<file path="src/rtl/sat_counter.sv">
// Up-counter that sticks at all-ones; clear wins over increment.
module sat_counter #(
  parameter int WIDTH = 32
) (
  input  logic             clk,
  input  logic             rst,
  input  logic             clear,
  input  logic             inc,
  output logic [WIDTH-1:0] count
);

  always_ff @(posedge clk) begin
    // NOTE: sequential state uses non-blocking assignments so every register
    // samples pre-edge values regardless of statement order.
    if (rst || clear) begin
      count <= '0;
    end else if (inc && (count != '1)) begin
      count <= count + 1'b1;
    end
  end

endmodule

</file>
<file path="config.mk">
export PLATFORM = sky130hd
export DESIGN_NAME = sat_counter
export DESIGN_NICKNAME = d
export VERILOG_FILES = /design/src/rtl/sat_counter.sv
export SDC_FILE = /design/constraint.sdc
export NUM_CORES = 1
export LEC_CHECK = 0
export CAP_MARGIN = 20
export CELL_PAD_IN_SITES_DETAIL_PLACEMENT = 2
export CELL_PAD_IN_SITES_GLOBAL_PLACEMENT = 2
export CORE_MARGIN = 8
export CORE_UTILIZATION = 37
export DETAILED_ROUTE_END_ITERATION = 8
export DONT_BUFFER_PORTS = 1
export GPL_ROUTABILITY_DRIVEN = 0
export PLACE_DENSITY_LB_ADDON = 0.1
export SYNTH_ARGS = -nofsm -noshare
export SYNTH_HDL_FRONTEND = slang
export SYNTH_SLANG_ARGS = --single-unit
</file>
<file path="constraint.sdc">
create_clock -name clk -period 2.2 [get_ports clk]
set_input_delay 0.11 -clock clk [delete_from_list [all_inputs] [get_ports clk]]
set_output_delay 0.11 -clock clk [all_outputs]
set_load 0.005 [all_outputs]
</file>
==> flow_summary.json, run 1 <==
{
  "setup.worst_path.end_class": "flop",
  "floorplan.die_area_um2": 6958,
  "cts_tree": "done",
  "port_buffers": 0,
  "ys_warn_count": 0,
  "portion_of_synthesized_cell_area_occupied_by_the_leading_cell_type_pct": 38.10,
  "initial_core_util_pct": 38.62,
  "critical_path.max_stage_delay_ns": 0.58,
  "initial_antenna_violation_count": 0,
  "fin_nets": 203,
  "slowest_cp_cell": "sky130_fd_sc_hd__or4_4",
  "rr_worst_depth": 6,
  "finalHoldViolations": 0,
  "post_cts_setup_buffer_count": 0,
  "cts.clk_slew.worst_paths_ns": 0.07,
  "detailedRoute.firstPassIterationCount": 4,
  "clock-skew-final_ns": 0.006130,
  "clkPwrFrac_pct": 43.5,
  "yosysTopAreaCell": "sky130_fd_sc_hd__dfxtp_1",
  "crit_type": "reg -> reg",
  "regToRegStartpoint": "count[31]",
  "vias_in_the_first_global_route": 1568,
  "largest_register_ffs": 32,
  "synth.ff_latch_count": 32,
  "vias_per_cell": 6.100,
  "synth-edff-count": 0,
  "fin_total_pwr_w": 0.001083,
  "synth_seq_area_share_pct": 38.10,
  "worst_ep_arrival_time_ns": 2.14,
  "reg2reg_to": "count[29]",
  "antenna_left": 0,
  "timing.critical_path.from_type": "flop",
  "power.share.sequential_pct": 53.7,
  "rsz0062_at_grt": "false",
  "finalMaxSlewViolations": 0,
  "max_cap_viol_count": 0,
  "outcome": "completed",
  "ys_async_sr_fraction_pct": 0,
  "std_cell_rows": 24,
  "route.detailed.wl_per_inst_um": 19.88,
  "die-width_um": 83.42,
  "timing.final.crit_share_pct": 90.88,
  "intPower_w": 0.0008448,
  "power.switching_w": 0.0002384,
  "route.detailed.drc": 0,
  "drt_iter0_markers": 114,
  "post_route_cells_drive_above_1_share_pct": 21.11,
  "tritoncts.num_buffers": 5,
  "power_leakage_nw": 0.5020,
  "timing.critical_path.from": "count[31]",
  "nets_in_the_synthesized_netlist": 194,
  "synth_commonest_cells": "32 x sky130_fd_sc_hd__dfxtp_1, 22 x sky130_fd_sc_hd__a21oi_1, 15 x sky130_fd_sc_hd__or3_1",
  "cts_resized": 0,
  "synth.distinct_cells": 36,
  "crit_end": "count[29]",
  "path_cells": "nand2_1 -> or4_4 -> o311ai_4 -> buf_4 -> or4_1 -> a21oi_2",
  "worst_skew_pair.late_latency_ns": 0.29,
  "report.final.setup_viol": 0,
  "synth.area.top_cells": "sky130_fd_sc_hd__dfxtp_1 38%, sky130_fd_sc_hd__a21oi_1 6.5%, sky130_fd_sc_hd__or3_1 5.6%, sky130_fd_sc_hd__o31ai_1 4.0%, sky130_fd_sc_hd__or4_1 4.0%",
  "critical_path_peak_fanout": 16,
  "finalCriticalPeriod_ns": 1.999,
  "synth.avg_cell_area_um2": 8.897,
  "netSwitchingFraction_pct": 22.01,
  "grt_max_degree": 33,
  "max-slew-margin-rel_pct": 51.30,
  "regToRegSetupSlack_ns": 0.20,
  "first_pass_grt_wire_length_um": 8280,
  "setup_total_negative_slack_ns": 0,
  "p_comb_share_pct": 2.8,
  "area_of_the_placeable_core_um2": 4354,
  "largest_register": "count",
  "netlist_instances": 189,
  "final_antenna_diode_count": 0,
  "worstMarginPinSlew_ns": 0.7305,
  "post-synth-top-count-cell": "sky130_fd_sc_hd__dfxtp_1",
  "wirelength_um": 4991,
  "cts.htree.levels": 2,
  "post_cts_hold_buffer_count": 0,
  "ys.flop_type": "sky130_fd_sc_hd__dfxtp_1",
  "vdd.ir_drop.worst_v": 0.0002245,
  "boundaryPins": 36,
  "layout_top_registers": "count: 32 flops",
  "fp.dieH_um": 83.42,
  "hpwl_um": 3525,
  "syn_area_um2": 1682,
  "track_usage_pct": 14.28,
  "clk_root_buffer_cell": "sky130_fd_sc_hd__clkbuf_8",
  "clock_path_buffers": 2,
  "timing.critical_path.required_ns": 2.34,
  "nFillCells": 486,
  "syn_to_final_growth_pct": 10.57,
  "grt_remaining_overflow": 0,
  "clock.fmax_mhz": 500.2,
  "clkSinkCount": 32,
  "via_count": 1531,
  "min-delay-path-class": "in -> reg",
  "power.density_cell_area_nw_per_um2": 582.6
}
[through the flow]
stage	worst slack [ns]	cells	util [%]	hold WS (ns)	area, µm²
2_1_floorplan	0.2916	189	-	0.2750	1682
3_3_place_gp	0.2882	243	40.63	0.2850	1769
3_5_place_dp	0.2048	243	40.63	0.2860	1769
4_1_cts	0.1827	251	42.70	0.05239	1859
5_1_grt	0.07531	251	42.70	0.05458	1859
6_report	0.2006	251	42.70	0.06298	1859
[worst max-delay path: cells and delay by family, from the launching register on]
family / cells / cell delay [ns]
and+or+nand+nor: 3 / 0.87
DFF: 1 / 0.44
AOI/OAI and AO/OA: 2 / 0.28
buffers and inverters: 1 / 0.24
[area by class of cell]
cell class                 count  area [µm²]  share of cell area (%)
sequential                    32       640.6                   34.45
clock buffer                   8       90.09                   4.845
timing repair buffer          10       87.58                   4.711
multi-input combinational    145       960.9                   51.68
tap                           52       65.06                   3.499
inverter                       4       15.01                  0.8075
[cell usage in the layout (no fill, tap or decap), drive strengths merged, types with 8 or more instances in the layout]
cell    synthesis  final
a21oi          29     29
buf             4     10
clkbuf          3      8
dfxtp          32     32
nand2          14     14
nand3          11     11
nand4           9      9
o21ai          19     19
o31ai          11     11
or3            19     19
or4            10     10
[metal layers]
metal,part of all wire (%),routed length (µm),vias to the layer above,global-route usage [%]
li1,-,-,743,-
met1,42,2102,747,15.42
met2,48,2407,31,23.55
met3,7.6,381,10,6.348
met4,2.0,99,0,6.279
met5,0,0,-,0
[cell families (layout without fill, tap and decap cells)]
| kind of cell | count (synthesis) | count (layout) | synth area share [%] |
|---|---|---|---|
| AO/OA/AOI/OAI | 61 | 61 | 24.70 |
| XOR/XNOR | 2 | 2 | 1.042 |
| adder cells (fa/ha/maj) | 1 | 1 | 0.7439 |
| buffers and inverters | 12 | 22 | 4.762 |
| flip-flops | 32 | 32 | 38.09 |
| multiplexers | 1 | 1 | 0.5953 |
| AND/OR/NAND/NOR | 80 | 80 | 30.06 |
[worst min-delay path by stage]
stage,depth (start not counted),start,slack [ns],endpoint
after floorplan,2,inc,0.27,count[16]
after global placement,2,inc,0.28,count[16]
after detailed placement,2,inc,0.29,count[16]
after CTS,2,inc,0.05,count[16]
after global routing,2,inc,0.05,count[16]
final,2,inc,0.06,count[16]
[power by group through the flow]
stage                     clock (W)  combinational [W]  sequential [W]
after floorplan                   0          0.0000228        0.000595
after global placement            0          0.0000295        0.000594
after detailed placement          0          0.0000312        0.000594
after CTS                  0.000488          0.0000312        0.000581
after global routing       0.000507          0.0000333        0.000581
final                      0.000471          0.0000304        0.000581
No activity file was read; power rests on OpenSTA's default activity.
==> inputs of run 2 (changes only) <==
--- a/config.mk
+++ b/config.mk
@@ -14,6 +14,7 @@
 export DONT_BUFFER_PORTS = 1
 export GPL_ROUTABILITY_DRIVEN = 0
 export PLACE_DENSITY_LB_ADDON = 0.1
+export REMOVE_ABC_BUFFERS = 1
 export SYNTH_ARGS = -nofsm -noshare
 export SYNTH_HDL_FRONTEND = slang
 export SYNTH_SLANG_ARGS = --single-unit
==> run 2 against run 1 <==
Fmax increased by 0.81%. Highest routed layer unchanged. Utilization increased by 0.72 points. Critical path depth unchanged. First-iteration DRC count fell by 56%. Design area grew 1.7%. Worst hold slack better by 0.13 ns. Total power grew 2.6%. Setup slack improved by 0.016 ns. Flip-flop and latch count stayed put. Clock-buffer cell count shrank 1. Final cell count up 0.80%.
==> flow_summary.json, run 2 (same netlist as run 1, synthesis figures left out) <==
{
  "outcome": "completed",
  "critical_path.max_stage_delay_ns": 0.46,
  "crit_type": "reg -> reg",
  "antenna_left": 0,
  "port_buffers": 0,
  "cts.clk_slew.worst_paths_ns": 0.07,
  "initial_antenna_violation_count": 0,
  "floorplan.die_area_um2": 6958,
  "layout_top_registers": "count: 32 flops",
  "timing.critical_path.required_ns": 2.41,
  "clock-skew-final_ns": 0.003187,
  "grt_max_degree": 33,
  "timing.critical_path.from_type": "flop",
  "post_cts_setup_buffer_count": 0,
  "nFillCells": 482,
  "hpwl_um": 3644,
  "worst_skew_pair.late_latency_ns": 0.28,
  "power.density_cell_area_nw_per_um2": 587.9,
  "power_leakage_nw": 0.5232,
  "vias_in_the_first_global_route": 1707,
  "area_of_the_placeable_core_um2": 4354,
  "layout_commonest_cell": "sky130_fd_sc_hd__dfxtp_1",
  "vias_per_cell": 6.221,
  "setup.worst_path.end_class": "flop",
  "vdd.ir_drop.worst_v": 0.0002320,
  "finalMaxSlewViolations": 0,
  "grt_remaining_overflow": 0,
  "tritoncts.num_buffers": 5,
  "layout_common_cells": "32 x sky130_fd_sc_hd__dfxtp_1, 22 x sky130_fd_sc_hd__a21oi_1, 15 x sky130_fd_sc_hd__or3_1",
  "syn_to_final_growth_pct": 12.43,
  "min-delay-path-class": "in -> reg",
  "detailedRoute.firstPassIterationCount": 3,
  "rr_worst_depth": 6,
  "fp.dieH_um": 83.42,
  "slowest_cp_cell": "sky130_fd_sc_hd__dfxtp_1",
  "largest_register": "count",
  "clk_root_buffer_cell": "sky130_fd_sc_hd__clkbuf_8",
  "die-width_um": 83.42,
  "post_cts_hold_buffer_count": 1,
  "largest_register_ffs": 32,
  "clock.fmax_mhz": 504.2,
  "hold_depth": 3,
  "sequential_cell_area_um2": 640.6,
  "worst_ep_arrival_time_ns": 2.19,
  "final_antenna_diode_count": 0,
  "via_count": 1574,
  "wirelength_um": 4981,
  "route.detailed.wl_per_inst_um": 19.69,
  "drt_iter0_markers": 50,
  "rsz0062_at_grt": "false",
  "finalCriticalPeriod_ns": 1.983,
  "std_cell_rows": 24,
  "post_route_cells_drive_above_1_share_pct": 22.39,
  "worstMarginPinSlew_ns": 0.7107,
  "route.detailed.drc": 0,
  "fin_total_pwr_w": 0.001111,
  "cts_tree": "done",
  "max-slew-margin-rel_pct": 52.62,
  "report.final.setup_viol": 0,
  "clock_path_buffers": 2,
  "initial_core_util_pct": 38.62,
  "track_usage_pct": 14.31,
  "finalHoldViolations": 0,
  "boundaryPins": 36,
  "critical_path_peak_fanout": 7,
  "setup_total_negative_slack_ns": 0,
  "cts.htree.levels": 2,
  "max_cap_viol_count": 0,
  "first_pass_grt_wire_length_um": 8390,
  "fin_nets": 206,
  "multi_input_comb_area_um2": 960.9,
  "cts_resized": 0,
  "clkSinkCount": 32,
  "path_cells": "and4_4 -> and4_1 -> o311ai_1 -> buf_4 -> or3_1 -> a21oi_1",
  "timing.final.crit_share_pct": 90.15
}
run 2: cell type report:
type	count	share of cell area, %
Multi-Input combinational cell	145	50.83
Sequential cell	32	33.88
Timing Repair Buffer	13	5.956
Clock buffer	7	5.096
Tap cell	52	3.441
Inverter	4	0.7942
run 2: through the flow:
| step | utilization, % | hold slack [ns] | cells | setup WS (ns) | instance area [µm²] |
|---|---|---|---|---|---|
| after floorplan | - | 0.2750 | 181 | 0.2092 | 1617 |
| after global placement | 40.98 | 0.2924 | 245 | 0.2887 | 1784 |
| after detailed placement | 40.98 | 0.2931 | 245 | 0.2236 | 1784 |
| after CTS | 43.42 | 0.1982 | 253 | 0.2091 | 1891 |
| after global routing | 43.42 | 0.2292 | 253 | 0.1024 | 1891 |
| final | 43.42 | 0.1927 | 253 | 0.2168 | 1891 |
run 2: worst max-delay path, delay by kind of cell (launching register included):
| family | cells | cell delay, ns |
|---|---|---|
| flops | 1 | 0.46 |
| compound gates | 2 | 0.29 |
| simple gates | 3 | 0.98 |
| buf+inv | 1 | 0.17 |
run 2: worst paths after layout:
| path | to | slack, ns | start |
|---|---|---|---|
| worst max register to register | count[28] | 0.22 | count[9] |
| worst min-delay path | count[24] | 0.19 | inc |
| worst min register to register | count[30] | 0.52 | count[30] |
| worst max-delay path | count[28] | 0.22 | count[9] |
run 2: per-layer routing:
layer | global-route usage [%] | vias up | share of wire [%]
met5 | 0 | - | 0
met4 | 4.867 | 0 | 1.2
met3 | 5.273 | 7 | 5.6
met2 | 25.25 | 29 | 50
met1 | 15.28 | 782 | 43
li1 | - | 756 | -
run 2: report_power, final:
part	total [W]	internal, W	switching, W
clock	0.000498	0.000279	0.000219
sequential	0.000581	0.000580	0.000000735
combinational	0.0000323	0.0000106	0.0000217
total	0.00111	0.000870	0.000242
==> inputs of run 3 (changes only) <==
--- a/config.mk
+++ b/config.mk
@@ -13,7 +13,7 @@
 export DETAILED_ROUTE_END_ITERATION = 8
 export DONT_BUFFER_PORTS = 1
 export GPL_ROUTABILITY_DRIVEN = 0
-export PLACE_DENSITY_LB_ADDON = 0.1
+export PLACE_DENSITY_LB_ADDON = 0.15
 export REMOVE_ABC_BUFFERS = 1
 export SYNTH_ARGS = -nofsm -noshare
 export SYNTH_HDL_FRONTEND = slang
==> run 3 against run 2 <==
Clock power decreased by 5.4%. Via count decreased by 1.7%. Flip-flop and latch count unchanged. First-iteration DRC count increased by 20%. Clock-buffer cell count decreased by 1. Largest power group unchanged.
==> flow_summary.json, run 3 (same netlist as run 1, synthesis figures left out) <==
{
  "outcome": "completed",
  "fp.dieH_um": 83.42,
  "power.density_cell_area_nw_per_um2": 579.6,
  "tritoncts.num_buffers": 5,
  "worst_skew_pair.late_latency_ns": 0.29,
  "post_cts_setup_buffer_count": 0,
  "die-width_um": 83.42,
  "largest_register": "count",
  "track_usage_pct": 15.31,
  "initial_core_util_pct": 38.62,
  "clock-skew-final_ns": 0.006991,
  "vdd.ir_drop.worst_v": 0.0002416,
  "setup.worst_path.end_class": "flop",
  "layout_top_registers": "count: 32 flops",
  "crit_type": "reg -> reg",
  "grt_max_degree": 33,
  "antenna_left": 0,
  "syn_to_final_growth_pct": 11.31,
  "clkPwrFrac_pct": 43.5,
  "boundaryPins": 36,
  "floorplan.die_area_um2": 6958,
  "max_cap_viol_count": 0,
  "postLayoutCoreUtil_pct": 42.99,
  "via_count": 1548,
  "regToRegStartpoint": "count[17]",
  "max-slew-margin-rel_pct": 51.16,
  "largest_register_ffs": 32,
  "clock.fmax_mhz": 499.4,
  "power.share.sequential_pct": 53.6,
  "setup_total_negative_slack_ns": 0,
  "timing.critical_path.from_type": "flop",
  "report.final.setup_viol": 0,
  "final_antenna_diode_count": 0,
  "finalHoldViolations": 0,
  "detailedRoute.firstPassIterationCount": 4,
  "netSwitchingFraction_pct": 22.55,
  "vias_per_cell": 6.143,
  "std_cell_rows": 24,
  "worstMarginPinSlew_ns": 0.7326,
  "p_comb_share_pct": 3.0,
  "power_leakage_nw": 0.5116,
  "layout_common_cells": "32 x sky130_fd_sc_hd__dfxtp_1, 22 x sky130_fd_sc_hd__a21oi_1, 15 x sky130_fd_sc_hd__or3_1",
  "clkSinkCount": 32,
  "intPower_w": 0.0008403,
  "area_of_the_placeable_core_um2": 4354,
  "finalCriticalPeriod_ns": 2.002,
  "critical_path.max_stage_delay_ns": 0.48,
  "port_buffers": 0,
  "timing.critical_path.from": "count[17]",
  "power.switching_w": 0.0002447,
  "first_pass_grt_wire_length_um": 9080,
  "slowest_cp_cell": "sky130_fd_sc_hd__dfxtp_1",
  "layout_commonest_cell": "sky130_fd_sc_hd__dfxtp_1",
  "path_cells": "nand4_1 -> or2_1 -> o31ai_4 -> buf_12 -> mux2i_1 -> nor2_1",
  "rsz0062_at_grt": "false",
  "initial_antenna_violation_count": 0,
  "drt_iter0_markers": 60,
  "clock_path_buffers": 2,
  "worstHoldStart": "inc",
  "nFillCells": 495,
  "grt_remaining_overflow": 0,
  "cts_tree": "done",
  "timing.final.crit_share_pct": 91.01,
  "min-delay-path-class": "in -> reg",
  "post_route_cells_drive_above_1_share_pct": 22.00,
  "fin_nets": 204,
  "wirelength_um": 5105,
  "timing.critical_path.required_ns": 2.34,
  "hpwl_um": 3627,
  "critical_path_peak_fanout": 24,
  "route.detailed.drc": 0,
  "vias_in_the_first_global_route": 1746,
  "worst_ep_arrival_time_ns": 2.15,
  "cts.clk_slew.worst_paths_ns": 0.07,
  "route.detailed.wl_per_inst_um": 20.26,
  "cts.htree.levels": 2,
  "finalMaxSlewViolations": 0,
  "clk_root_buffer_cell": "sky130_fd_sc_hd__clkbuf_8"
}
## run 3: power groups by stage
stage	registers [W]	clock network, W	logic [W]
floorplan	0.000595	0	0.0000162
global placement	0.000594	0	0.0000301
detailed placement	0.000594	0	0.0000317
CTS	0.000581	0.000489	0.0000333
global route	0.000581	0.000518	0.0000357
finish	0.000581	0.000471	0.0000325
## run 3: final timing paths
| kind | end | slack, ns | cells past startpoint |
|---|---|---|---|
| hold reg to reg | count[15] | 0.54 | 2 |
| hold / removal | count[24] | 0.20 | 3 |
| setup reg to reg | count[1] | 0.20 | 6 |
| setup / recovery | count[1] | 0.20 | 6 |
## run 3: layout make-up
type                    count  area [µm²]  share of cell area (%)
flip-flops and latches     32       640.6                   34.22
clock inverters             2       10.01                  0.5348
inverters                   4       15.01                  0.8021
multi-input cells         145       960.9                   51.34
clock buffers               6       82.58                   4.412
repair buffers             11       97.59                   5.214
well taps                  52       65.06                   3.476
## run 3: timing repair
item,CTS,global route
hold endpoints to repair,1,0
resized for setup,0,0
hold buffers,1,0
## run 3: worst max-delay path: cells and delay by family, from the launching register on
| kind | cells | cell delay [ns] |
|---|---|---|
| buffers and inverters | 1 | 0.20 |
| AND/OR/NAND/NOR | 3 | 0.72 |
| flip-flops | 1 | 0.48 |
| multiplexers | 1 | 0.21 |
| AO/OA/AOI/OAI | 1 | 0.26 |
## run 3: layer usage
metal	up-vias	part of all wire (%)	global-route usage, %
li1	743	-	-
met3	6	6.3	5.566
met4	0	0.90	3.768
met5	-	0	0
met1	765	43	17.62
met2	34	49	26.10
## run 3: metrics by stage
step | instances | total power, W | instance area, µm² | hold WS (ns) | setup slack [ns]
after floorplan | 181 | 0.0006116 | 1617 | 0.2750 | 0.2092
after global placement | 243 | 0.0006243 | 1769 | 0.2834 | 0.3036
after detailed placement | 243 | 0.0006260 | 1769 | 0.3004 | 0.2046
after CTS | 252 | 0.001104 | 1872 | 0.1892 | 0.1973
after global routing | 252 | 0.001135 | 1872 | 0.2354 | 0.05203
final | 252 | 0.001085 | 1872 | 0.1967 | 0.1978
